===== src/rtl/mac_dec.sv =====
// Inbound frame decoder: round-robin arbiter over four PHY receive FIFOs that
// copies each frame into the body FIFO and emits one tagged MAC header per frame.
module mac_dec (
    input  logic        clk,
    input  logic        arst,
    input  logic [7:0]  i0_fifo_dout,
    input  logic        i0_fifo_empty,
    input  logic        i0_fifo_afull,
    input  logic        i0_fifo_half,
    input  logic        i0_fifo_frame_exist,
    output logic        i0_fifo_rden,
    input  logic        i0_fifo_del,
    input  logic [7:0]  i1_fifo_dout,
    input  logic        i1_fifo_empty,
    input  logic        i1_fifo_afull,
    input  logic        i1_fifo_half,
    input  logic        i1_fifo_frame_exist,
    output logic        i1_fifo_rden,
    input  logic        i1_fifo_del,
    input  logic [7:0]  i2_fifo_dout,
    input  logic        i2_fifo_empty,
    input  logic        i2_fifo_afull,
    input  logic        i2_fifo_half,
    input  logic        i2_fifo_frame_exist,
    output logic        i2_fifo_rden,
    input  logic        i2_fifo_del,
    input  logic [7:0]  i3_fifo_dout,
    input  logic        i3_fifo_empty,
    input  logic        i3_fifo_afull,
    input  logic        i3_fifo_half,
    input  logic        i3_fifo_frame_exist,
    output logic        i3_fifo_rden,
    input  logic        i3_fifo_del,
    output logic [97:0] h_fifo_din,
    input  logic        h_fifo_full,
    output logic        h_fifo_wren,
    output logic [7:0]  b_fifo_din,
    input  logic        b_fifo_afull,
    output logic        b_fifo_wren,
    output logic        b_fifo_del
);

    localparam logic [0:0] ST_IDLE = 1'b0;
    localparam logic [0:0] ST_XFER = 1'b1;

    logic [3:0][7:0] dout_s;
    logic [3:0]      empty_s;
    logic [3:0]      del_s;
    logic [3:0]      afull_s;
    logic [3:0]      half_s;
    logic [3:0]      fe_s;
    logic [3:0]      afull_meta_r;
    logic [3:0]      afull_sync_r;
    logic [3:0]      half_meta_r;
    logic [3:0]      half_sync_r;
    logic [3:0]      elig_s;
    logic [0:0]      state_r;
    logic [1:0]      last_r;
    logic [1:0]      sel_r;
    logic [3:0]      cnt_r;
    logic [47:0]     dst_r;
    logic [47:0]     src_r;
    logic [47:0]     dst_nx_s;
    logic [47:0]     src_nx_s;
    logic [7:0]      sel_dout_s;
    logic            sel_empty_s;
    logic            sel_del_s;
    logic            rd_s;
    logic            go_s;
    logic            hdr_s;

    // First eligible port strictly after the last-served one, wrapping 0..3.
    function automatic logic [1:0] rr_pick(input logic [1:0] last, input logic [3:0] elig);
        logic [1:0] cand;
        logic [1:0] pick;
        logic       found;
        logic       hit;
        pick  = last;
        found = 1'b0;
        for (int i = 1; i <= 4; i++) begin
            cand  = last + 2'(i);
            hit   = !found && elig[cand];
            pick  = hit ? cand : pick;
            found = found | hit;
        end
        return pick;
    endfunction

    assign dout_s  = {i3_fifo_dout, i2_fifo_dout, i1_fifo_dout, i0_fifo_dout};
    assign empty_s = {i3_fifo_empty, i2_fifo_empty, i1_fifo_empty, i0_fifo_empty};
    assign del_s   = {i3_fifo_del, i2_fifo_del, i1_fifo_del, i0_fifo_del};
    assign afull_s = {i3_fifo_afull, i2_fifo_afull, i1_fifo_afull, i0_fifo_afull};
    assign half_s  = {i3_fifo_half, i2_fifo_half, i1_fifo_half, i0_fifo_half};
    assign fe_s    = {i3_fifo_frame_exist, i2_fifo_frame_exist, i1_fifo_frame_exist, i0_fifo_frame_exist};

    assign elig_s      = fe_s | afull_sync_r | half_sync_r;
    assign sel_dout_s  = dout_s[sel_r];
    assign sel_empty_s = empty_s[sel_r];
    assign sel_del_s   = del_s[sel_r];
    assign rd_s        = (state_r == ST_XFER) && !sel_empty_s && !b_fifo_afull;
    assign go_s        = (state_r == ST_IDLE) && !h_fifo_full && !b_fifo_afull && (|elig_s);
    // A runt still gets its header on the final byte so header and body frame counts match.
    assign hdr_s       = rd_s && ((cnt_r == 4'd11) || (sel_del_s && (cnt_r < 4'd11)));

    assign {i3_fifo_rden, i2_fifo_rden, i1_fifo_rden, i0_fifo_rden} =
        rd_s ? (4'b0001 << sel_r) : 4'b0000;

    // Address bytes as they will look once the current byte is captured.
    always_comb begin
        dst_nx_s = dst_r;
        src_nx_s = src_r;
        for (int i = 0; i < 6; i++) begin
            dst_nx_s[47-8*i -: 8] = (cnt_r == 4'(i))     ? sel_dout_s : dst_r[47-8*i -: 8];
            src_nx_s[47-8*i -: 8] = (cnt_r == 4'(i + 6)) ? sel_dout_s : src_r[47-8*i -: 8];
        end
    end

    // Two-flop synchronisers for the foreign-domain fill levels.
    always_ff @(posedge clk or posedge arst) begin
        if (arst) begin
            afull_meta_r <= 4'b0000;
            afull_sync_r <= 4'b0000;
            half_meta_r  <= 4'b0000;
            half_sync_r  <= 4'b0000;
        end else begin
            afull_meta_r <= afull_s;
            afull_sync_r <= afull_meta_r;
            half_meta_r  <= half_s;
            half_sync_r  <= half_meta_r;
        end
    end

    // Arbitration FSM, address capture and registered FIFO write side.
    always_ff @(posedge clk or posedge arst) begin
        if (arst) begin
            state_r     <= ST_IDLE;
            last_r      <= 2'd3;
            sel_r       <= 2'd0;
            cnt_r       <= 4'd0;
            dst_r       <= 48'h0;
            src_r       <= 48'h0;
            b_fifo_din  <= 8'h00;
            b_fifo_del  <= 1'b0;
            b_fifo_wren <= 1'b0;
            h_fifo_din  <= 98'h0;
            h_fifo_wren <= 1'b0;
        end else begin
            b_fifo_wren <= rd_s;
            b_fifo_del  <= rd_s & sel_del_s;
            h_fifo_wren <= hdr_s;
            if (rd_s) begin
                b_fifo_din <= sel_dout_s;
            end
            if (hdr_s) begin
                h_fifo_din <= {sel_r, dst_nx_s, src_nx_s};
            end
            case (state_r)
                ST_IDLE: begin
                    if (go_s) begin
                        sel_r   <= rr_pick(last_r, elig_s);
                        cnt_r   <= 4'd0;
                        dst_r   <= 48'h0;
                        src_r   <= 48'h0;
                        state_r <= ST_XFER;
                    end
                end
                ST_XFER: begin
                    if (rd_s) begin
                        dst_r <= dst_nx_s;
                        src_r <= src_nx_s;
                        if (cnt_r < 4'd12) begin
                            cnt_r <= cnt_r + 4'd1;
                        end
                        if (sel_del_s) begin
                            state_r <= ST_IDLE;
                            last_r  <= sel_r;
                        end
                    end
                end
                default: state_r <= ST_IDLE;
            endcase
        end
    end

endmodule


===== config.mk =====
export PLATFORM = sky130hd
export DESIGN_NAME = mac_dec
export DESIGN_NICKNAME = d
export VERILOG_FILES = /design/src/rtl/mac_dec.sv
export SDC_FILE = /design/constraint.sdc
export NUM_CORES = 1
export LEC_CHECK = 0
export CAP_MARGIN = 5
export CELL_PAD_IN_SITES_DETAIL_PLACEMENT = 1
export CELL_PAD_IN_SITES_GLOBAL_PLACEMENT = 1
export CORE_AREA = 2 2 192 194
export CTS_CLUSTER_DIAMETER = 120
export DETAILED_ROUTE_END_ITERATION = 16
export DIE_AREA = 0 0 194 196
export PLACE_DENSITY = 0.66
export SLEW_MARGIN = 5
export SYNTH_ARGS = -nofsm -noshare
export SYNTH_HDL_FRONTEND = slang
export SYNTH_SLANG_ARGS = --single-unit
export TNS_END_PERCENT = 30

===== constraint.sdc =====
create_clock -name clk -period 9.1 [get_ports clk]
set_input_delay 1.365 -clock clk [delete_from_list [all_inputs] [get_ports clk]]
set_output_delay 1.365 -clock clk [all_outputs]
set_load 0.02 [all_outputs]

==> run_results.csv, run 1 <==
group,metric,value,unit
power,vdd_drop_max,0.140,mV
job,maxCapViolations,0,
critical_path,crit_type,"in -> out",
detailed_routing,routedWlPerCell,18.4,microns
cts,cts_setup_buffers,0,
synth,synth.avg_cell_area,10.5,sq um
critical_path,max_stage_delay,650,ps
synth,yosysSeqAreaShare,54.0,%
floorplan,pin_count,169,
cts,clk_latency,530,ps
final_layout,nNetsFinal,1187,
floorplan,die_w,194,microns
timing,drv_slew,0,
floorplan,core_area,36100,sq um
synth,synth_edf_count,0,
timing,hold_violations,0,
floorplan,die_h,196,microns
synth,synth_area,10700,sq um
synth,netlist_instances,1016,
synth,synth_nets,1076,
place,port_buffers,168,
critical_path,cp.required,7740,ps
critical_path,arrival,3190,ps
power,combPwrFrac,36.6,%
timing,skew,8.71,ps
cts,cts_buffer_depth,3,
cts,cts_resized,0,
grt,grt_max_degree,122,
critical_path,critPathSlowestCell,"clkdlybuf4s50_1",
cts,clock_sinks,230,
detailed_routing,routed_wl,29700,microns
timing,fin_tns_setup,0,ps
power,internal_power,2.41,mW
detailed_routing,drt-pass1-iter-count,4,
grt,use_met3,2.11,%
place,place.gp.congestion,0.714,
cts,root_buffer,"clkbuf_16",
power,seqPwrFrac,36.4,%
cts,numCtsBuffers,26,
power,p_sw,1.46,mW
power,p_sw_share,37.7,%
timing,finalSetupViolCount,0,
critical_path,endpoint_kind,"primary output",
grt,grt_use_total,15.6,%
cts,ctsHoldBuffers,0,
synth,ys_ff_latch,230,
grt,gr-usage-met2,27.2,%
timing,rsz0062_at_grt,"no",
grt,gr-total-overflow,0,
synth,yosysWarnings,0,
grt,antenna_found_initial,1,
status,run_status,"complete, no violations",
grt,grt_pass1_vias,8584,
detailed_routing,drt-vias-per-instance,5.06,
critical_path,worstPathCellList,"clkdlybuf4s50_1 > nor3b_1 > nor3b_1 > clkdlybuf4s50_1",
floorplan,start_util,29.5,%
synth,yosysUniqueCellTypes,44,
detailed_routing,final_antenna_net_count,0,
detailed_routing,post-route-drc-count,0,
grt,top_usage_layer,"met2",
floorplan,die_area,38000,sq um
power,clkPwrFrac,27.0,%
cts,clk_pin_slew,60,ps
detailed_routing,vias,8152,
final_layout,drive_gt1_share,14.1,%
timing,timing.final.ws_setup,4550,ps
critical_path,cp_max_fo,3,
timing,max_clock_freq,220,MHz
power,p_leak,6.41,nW
cts,cts_tree,"yes",
timing,period_share,50.0,%
grt,grt_use_met1,20.7,%
synth,synth_ff_type,"dfrtp_1",
power,power_density,287,nW/um^2
place,pre_cts_ws,4320,ps
final_layout,diodes,0,
floorplan,num_rows,70,
cts,h-tree-depth,1,
timing,slew_headroom,20.3,%
final_layout,area_growth,26.4,%
worst_hold_path,hold_class,"reg -> reg",
timing,finalCriticalPeriod,4550,ps
detailed_routing,drt_iter0_markers,470,
grt,grt_pass1_wl,48200,microns
critical_path,cp-start-kind,"primary input",
place,hpwl,18400,microns
timing,worst_pin_slew,1200,ps
synth,async_reset_ff_share,100,%
layout by cell type (no fill, tap or decap), drive strengths merged, types with 3 or more instances in the layout:
master         instances
mux2i                 17
or3                    3
a21oi                  3
nand3b                 9
nand2                108
inv                    8
nor3                 102
clkdlybuf4s50        168
buf                    8
clkbuf                34
ha                     4
mux2                 109
o21ai                106
clkinv                 9
nor2                  99
dfrtp                228
a211o                 96
or3b                   4
nor3b                  3
final timing paths:
check	start	endpoint	slack [ps]	cells past startpoint
worst max-delay path	b_fifo_afull	i0_fifo_rden	4550	4
worst min-delay path	afull_meta_r[3]$_DFF_PP0_	afull_sync_r[3]$_DFF_PP0_	350	0
worst max register to register	sel_r[1]$_DFFE_PP0P_	dst_r[34]$_DFFE_PP0P_	4830	6
worst min register to register	afull_meta_r[3]$_DFF_PP0_	afull_sync_r[3]$_DFF_PP0_	350	0
max in group asynchronous	arst	h_fifo_din[8]$_DFFE_PP0P_	6240	3
min in group asynchronous	arst	dst_r[18]$_DFFE_PP0P_	1430	2
cells by family (layout without fill, tap and decap cells):
| kind of cell | count (synthesis) | count (layout) | synth area share [%] |
|---|---|---|---|
| and+or+nand+nor | 334 | 334 | 13.9 |
| DFF | 230 | 230 | 54.0 |
| adders and majority gates | 4 | 4 | 0.470 |
| AOI/OAI and AO/OA | 220 | 220 | 14.3 |
| buffers and inverters | 101 | 229 | 3.96 |
| muxes | 127 | 127 | 13.3 |
synth_stat cells (2+ instances only):
cell,instances,share of area (%)
mux2_1,10,1.1
nand2_1,108,3.8
clkbuf_1,60,2.1
dfrtp_1,228,54
a31oi_1,2,0.12
buf_2,25,1.2
mux2i_1,17,1.6
or3_1,3,0.18
nor2_1,99,3.5
a21oi_1,2,0.094
nor3_1,102,4.8
dfstp_2,2,0.49
nand3b_1,9,0.63
inv_1,7,0.25
a211o_1,96,7.9
or3b_2,4,0.33
o21ai_0,106,5.0
ha_1,4,0.47
buf_1,6,0.21
mux2_2,99,10
nor3b_1,3,0.21
and4_1,2,0.16
per-layer routing:
metal / routed length, microns / share of wire, %
met5: 0 / 0
met4: 508 / 1.7
met3: 889 / 3.0
met2: 14600 / 49
met1: 13700 / 46
final cells by class:
type / count / area (sq um)
Clock buffer: 34 / 742
Clock inverter: 11 / 105
Fill cell: 3989 / 22600
Inverter: 8 / 37.5
Multi-Input combinational cell: 685 / 4490
Sequential cell: 230 / 5760
Tap cell: 468 / 586
Timing Repair Buffer: 176 / 1740
worst max-delay path: cells and delay by family:
kind	cells	cell delay [ps]
and+or+nand+nor	2	750
buffers and inverters	2	1080
per-stage QoR:
step                cells  power, mW  area (sq um)  utilization [%]  hold WS [ps]
CTS                  1612       3.94         13500             37.3           350
global route         1612       4.12         13500             37.3           351
finish               1612       3.87         13500             37.3           347
detailed placement   1567       2.87         12600             35.0           336
global placement     1567       2.82         12600             35.0           332
floorplan            1016       2.30         10700                -           331
power groups by stage:
stage | logic (mW) | clock network (mW) | registers, mW
floorplan | 0.792 | 0 | 1.50
global placement | 1.41 | 0 | 1.42
detailed placement | 1.44 | 0 | 1.43
CTS | 1.45 | 1.09 | 1.41
global route | 1.55 | 1.12 | 1.44
finish | 1.41 | 1.04 | 1.41
registers in the layout, indices dropped and copies added (netlist names):
register / flops
h_fifo_din: 98
dst_r: 48
src_r: 48
b_fifo_din: 8
afull_meta_r: 4
afull_sync_r: 4
cnt_r: 4
half_meta_r: 4
half_sync_r: 4
last_r: 2
sel_r: 2
b_fifo_del: 1
b_fifo_wren: 1
h_fifo_wren: 1
state_r: 1
No activity file was read; power rests on OpenSTA's default activity.
==> run 2, diff against run 1 <==
==> constraint.sdc (replaced) <==
create_clock -name clk -period 4.7 [get_ports clk]
set_input_delay 0.705 -clock clk [delete_from_list [all_inputs] [get_ports clk]]
set_output_delay 0.705 -clock clk [all_outputs]
set_load 0.02 [all_outputs]
==> run 2 against run 1 <==
  * First-iteration DRC count up 3.4%
  * Clock skew up 5.9 ps
  * Via count up 0.92%
  * Critical path type is now reg -> reg
  * Largest power group is now combinational logic
==> run_results.csv, run 2 (synthesis results as in run 1) <==
group,metric,value,unit
timing,finalCriticalPeriod,3470,ps
final_layout,biggestRegsByFlops,"h_fifo_din x98, dst_r x48, src_r x48",
timing,hold_slack,347,ps
place,pre_cts_ws,1080,ps
final_layout,area_growth,27.1,%
grt,antenna_found_initial,0,
final_layout,fin_area,13500,sq um
place,hpwl,18300,microns
final_layout,nFillCells,4020,
final_layout,mostFrequentLayoutCell,"dfrtp_1",
cts,clk_latency,540,ps
final_layout,drive_gt1_share,14.3,%
final_layout,registers.top_by_ff_count,"h_fifo_din",
power,fin_total_pwr,7.54,mW
cts,clk_pin_slew,60,ps
critical_path,arrival,3890,ps
place,place.gp.congestion,0.707,
critical_path,worstPathCellList,"ha_1 > nand3b_1 > a211oi_4 > buf_4 > mux2_2",
critical_path,rr_worst_depth,5,
floorplan,die_w,194,microns
power,power_density,557,nW/um^2
grt,grt_pass1_vias,8510,
final_layout,largest_reg_flops,98,
job,maxCapViolations,0,
floorplan,num_rows,70,
power,p_leak,6.44,nW
cts,cts_resized,0,
worst_hold_path,hold_class,"reg -> reg",
final_layout,final-seq-area,5760,sq um
timing,max_clock_freq,289,MHz
cts,root_buffer,"clkbuf_16",
grt,gr-total-overflow,0,
floorplan,pin_count,169,
cts,clock_sinks,230,
timing,period_share,73.7,%
power,vdd_drop_max,0.287,mV
place,port_buffers,168,
timing,timing.final.ws_setup,1230,ps
worst_hold_path,hold_depth,0,
cts,cts_tree,"yes",
detailed_routing,final_antenna_net_count,0,
final_layout,stdcell_count,1618,
floorplan,core_area,36100,sq um
floorplan,die_h,196,microns
detailed_routing,routed_wl,30000,microns
detailed_routing,drt-pass1-iter-count,4,
timing,slew_headroom,28.6,%
grt,grt_max_degree,213,
grt,grt_use_total,15.9,%
critical_path,cp.required,5120,ps
detailed_routing,vias,8227,
floorplan,start_util,29.5,%
detailed_routing,post-route-drc-count,0,
critical_path,max_stage_delay,770,ps
cts,h-tree-depth,1,
final_layout,final_cell_mix,"dfrtp_1 (228), clkdlybuf4s50_1 (168), nand2_1 (108)",
timing,hold_violations,0,
critical_path,cp-start-kind,"flip-flop",
critical_path,cp_max_fo,64,
critical_path,critPathSlowestCell,"nand3b_1",
final_layout,nNetsFinal,1188,
detailed_routing,drt_iter0_markers,486,
timing,skew,14.6,ps
timing,fin_tns_setup,0,ps
timing,rsz0062_at_grt,"no",
cts,cts_setup_buffers,0,
detailed_routing,routedWlPerCell,18.5,microns
status,run_status,"complete, no violations",
final_layout,multi_input_area,4490,sq um
place,placedCellCount,1567,
floorplan,die_area,38000,sq um
final_layout,post-route-util,37.5,%
critical_path,crit_type,"reg -> reg",
cts,ctsHoldBuffers,0,
place,placedInstanceArea,12600,sq um
timing,worst_pin_slew,1070,ps
cts,numCtsBuffers,27,
critical_path,endpoint_kind,"flip-flop",
detailed_routing,drt-vias-per-instance,5.08,
grt,grt_pass1_wl,48800,microns
timing,finalSetupViolCount,0,
cts,cts_buffer_depth,3,
timing,drv_slew,0,
run 2: final timing paths:
| check | from | endpoint | slack, ps |
|---|---|---|---|
| min in group asynchronous | arst | h_fifo_din[67]$_DFFE_PP0P_ | 680 |
| hold / removal | afull_meta_r[1]$_DFF_PP0_ | afull_sync_r[1]$_DFF_PP0_ | 350 |
| setup / recovery | cnt_r[0]$_DFFE_PP0P_ | h_fifo_din[43]$_DFFE_PP0P_ | 1230 |
| hold reg to reg | afull_meta_r[1]$_DFF_PP0_ | afull_sync_r[1]$_DFF_PP0_ | 350 |
| setup reg to reg | cnt_r[0]$_DFFE_PP0P_ | h_fifo_din[43]$_DFFE_PP0P_ | 1230 |
| max in group asynchronous | arst | h_fifo_din[6]$_DFFE_PP0P_ | 3420 |
run 2: worst max-delay path, delay by kind of cell, from the launching register on:
kind | cells | cell delay (ps)
AO/OA/AOI/OAI | 1 | 530
adder cells (fa/ha/maj) | 1 | 360
buffers and inverters | 1 | 760
flip-flops | 1 | 460
multiplexers | 1 | 420
AND/OR/NAND/NOR | 1 | 770
run 2: layout make-up:
class,instances,share of cell area (%)
repair buffers,176,13.1
multi-input cells,685,33.2
diodes,1,0.0185
well taps,468,4.33
flip-flops and latches,230,42.5
clock inverters,7,0.287
inverters,8,0.250
clock buffers,43,6.25
run 2: report_power, final:
part | switching, mW | internal, mW
Clock | 0.826 | 1.23
Combinational | 1.75 | 1.05
Sequential | 0.281 | 2.41
Total | 2.86 | 4.69
run 2: per-layer routing:
| layer | global-route usage, % | up-vias | wire, microns |
|---|---|---|---|
| li1 | - | 3846 | - |
| met1 | 21.5 | 4207 | 13800 |
| met2 | 27.0 | 133 | 14700 |
| met3 | 2.10 | 41 | 948 |
| met4 | 4.29 | 0 | 583 |
| met5 | 0 | - | 0 |
==> run 3, diff against run 2 <==
==> constraint.sdc (replaced) <==
create_clock -name clk -period 3.45 [get_ports clk]
set_input_delay 0.5175 -clock clk [delete_from_list [all_inputs] [get_ports clk]]
set_output_delay 0.5175 -clock clk [all_outputs]
set_load 0.02 [all_outputs]
==> run 3 against run 2 <==
  * Clock skew is 2.9 ps lower
  * Worst setup slack worse by 930 ps
  * Register-to-register slack got worse by 620 ps
  * Global-route usage about the same
  * Non-clock buffer count grew 8
  * Sequential share of layout area fell by 0.33 points
  * Die area unchanged
  * Sequential cell count unchanged
  * Routed wire length up 0.44%
  * Final area increased by 0.78%
  * First-iteration DRC count is 28% lower
  * Critical path type is now reg -> out
  * Largest power group unchanged
==> run_results.csv, run 3 (synthesis results as in run 1) <==
group,metric,value,unit
place,placedInstanceArea,12800,sq um
power,power_density,762,nW/um^2
timing,period_share,91.2,%
detailed_routing,routedWlPerCell,18.6,microns
final_layout,largest_reg_flops,98,
grt,grt_pass1_wl,49200,microns
final_layout,biggestRegsByFlops,"h_fifo_din x98, dst_r x48, src_r x48",
power,p_sw,3.89,mW
final_layout,nFillCells,3969,
place,port_buffers,168,
detailed_routing,vias,8166,
power,combPwrFrac,37.4,%
grt,grt_use_total,15.9,%
final_layout,area_growth,28.0,%
final_layout,fin_area,13600,sq um
cts,cts_setup_buffers,0,
timing,finalSetupViolCount,0,
cts,numCtsBuffers,26,
timing,hold_violations,0,
critical_path,crit_type,"reg -> out",
final_layout,drive_gt1_share,14.5,%
place,hpwl,18800,microns
detailed_routing,drt-vias-per-instance,5.04,
timing,drv_slew,0,
power,seqPwrFrac,35.5,%
cts,cts_tree,"yes",
grt,top_usage_layer,"met2",
timing,finalCriticalPeriod,3150,ps
final_layout,mostFrequentLayoutCell,"dfrtp_1",
critical_path,r2r-start,"sel_r[1]$_DFFE_PP0P_",
critical_path,startpoint,"sel_r[0]$_DFFE_PP0P_",
floorplan,start_util,29.5,%
cts,clock_sinks,230,
final_layout,nNetsFinal,1195,
cts,ctsHoldBuffers,0,
grt,gr-usage-met2,27.8,%
critical_path,max_stage_delay,640,ps
critical_path,worstPathBufferInverterCount,1,
power,vdd_drop_max,0.401,mV
timing,max_clock_freq,318,MHz
critical_path,cp_common_cell,"nor3b_1",
power,clkPwrFrac,27.1,%
cts,cts_resized,0,
cts,clk_latency,530,ps
timing,worst_pin_slew,953,ps
status,run_status,"complete, no violations",
timing,skew,11.7,ps
cts,clk_pin_slew,60,ps
grt,grt_pass1_vias,8779,
critical_path,arrival,2630,ps
critical_path,cp-start-kind,"flip-flop",
power,p_sw_share,37.4,%
cts,root_buffer,"clkbuf_16",
floorplan,die_h,196,microns
grt,antenna_found_initial,0,
detailed_routing,drt-pass1-iter-count,4,
critical_path,worstPathCellList,"nor3b_1 > nor3b_1 > clkdlybuf4s50_1",
critical_path,endpoint_kind,"primary output",
final_layout,registers.top_by_ff_count,"h_fifo_din",
power,p_leak,6.49,nW
floorplan,pin_count,169,
final_layout,stdcell_count,1621,
worst_hold_path,hold_class,"in -> async",
critical_path,critPathSlowestCell,"clkdlybuf4s50_1",
grt,gr-total-overflow,0,
timing,rsz0062_at_grt,"no",
grt,grt_max_degree,211,
detailed_routing,final_antenna_net_count,0,
critical_path,cp.required,2930,ps
detailed_routing,post-route-drc-count,0,
critical_path,crit_family,"simple AND/OR/NAND/NOR gates",
detailed_routing,drt_iter0_markers,349,
floorplan,die_area,38000,sq um
job,maxCapViolations,0,
grt,grt_use_met1,21.3,%
floorplan,num_rows,70,
floorplan,die_w,194,microns
floorplan,core_area,36100,sq um
place,place.gp.congestion,0.733,
cts,h-tree-depth,1,
power,internal_power,6.51,mW
timing,slew_headroom,36.3,%
detailed_routing,routed_wl,30100,microns
critical_path,cp_max_fo,14,
cts,cts_buffer_depth,3,
final_layout,diodes,0,
final_layout,final_cell_mix,"dfrtp_1 (228), clkdlybuf4s50_1 (168), nand2_1 (108)",
grt,use_met3,2.05,%
place,placedCellCount,1575,
run 3: power groups by stage:
stage               combinational (mW)  sequential [mW]  clock (mW)
floorplan                         2.09             3.97           0
global placement                  3.86             3.72           0
detailed placement                3.96             3.73           0
CTS                               3.97             3.69        2.91
global route                      4.24             3.78        3.01
finish                            3.89             3.69        2.81
run 3: worst paths after layout:
path / end / depth (start not counted) / slack (ps)
max: i0_fifo_rden / 3 / 300
min: dst_r[18]$_DFFE_PP0P_ / 2 / 340
min reg2reg: afull_sync_r[1]$_DFF_PP0_ / 0 / 350
max in group asynchronous: src_r[36]$_DFFE_PP0P_ / 3 / 2150
max reg2reg: src_r[43]$_DFFE_PP0P_ / 5 / 610
min in group clk: afull_sync_r[1]$_DFF_PP0_ / 0 / 350
run 3: cell type report:
class	count	area, sq um	area share [%]
clock buffers	39	781	5.72
flip-flops and latches	230	5760	42.2
repair buffers	184	1900	13.9
well taps	468	586	4.29
multi-input cells	685	4490	32.9
inverters	8	33.8	0.248
clock inverters	7	88.8	0.651
run 3: per-stage QoR:
step | setup TNS [ps] | hold WS (ps) | total power, mW | utilization [%] | setup WS (ps)
3_5_place_dp | 0 | 337 | 7.69 | 35.4 | 568
6_report | 0 | 337 | 10.4 | 37.8 | 304
4_1_cts | 0 | 323 | 10.6 | 37.8 | 258
5_1_grt | 0 | 354 | 11.0 | 37.8 | 185
2_1_floorplan | -16830 | 331 | 6.06 | - | -73.8
3_3_place_gp | 0 | 332 | 7.58 | 35.4 | 665
run 3: per-layer routing:
layer / vias to the layer above / part of all wire (%)
met5: - / 0
met4: 0 / 1.6
met3: 32 / 3.2
met2: 132 / 49
met1: 4130 / 46
li1: 3872 / -
run 3: worst register-to-register path: stages, from the launching register on:
cell       delay, ps
dfrtp_1          850
mux2i_1          280
a2bb2oi_4        310
buf_12           640
nor3_1           320
a211o_1          310
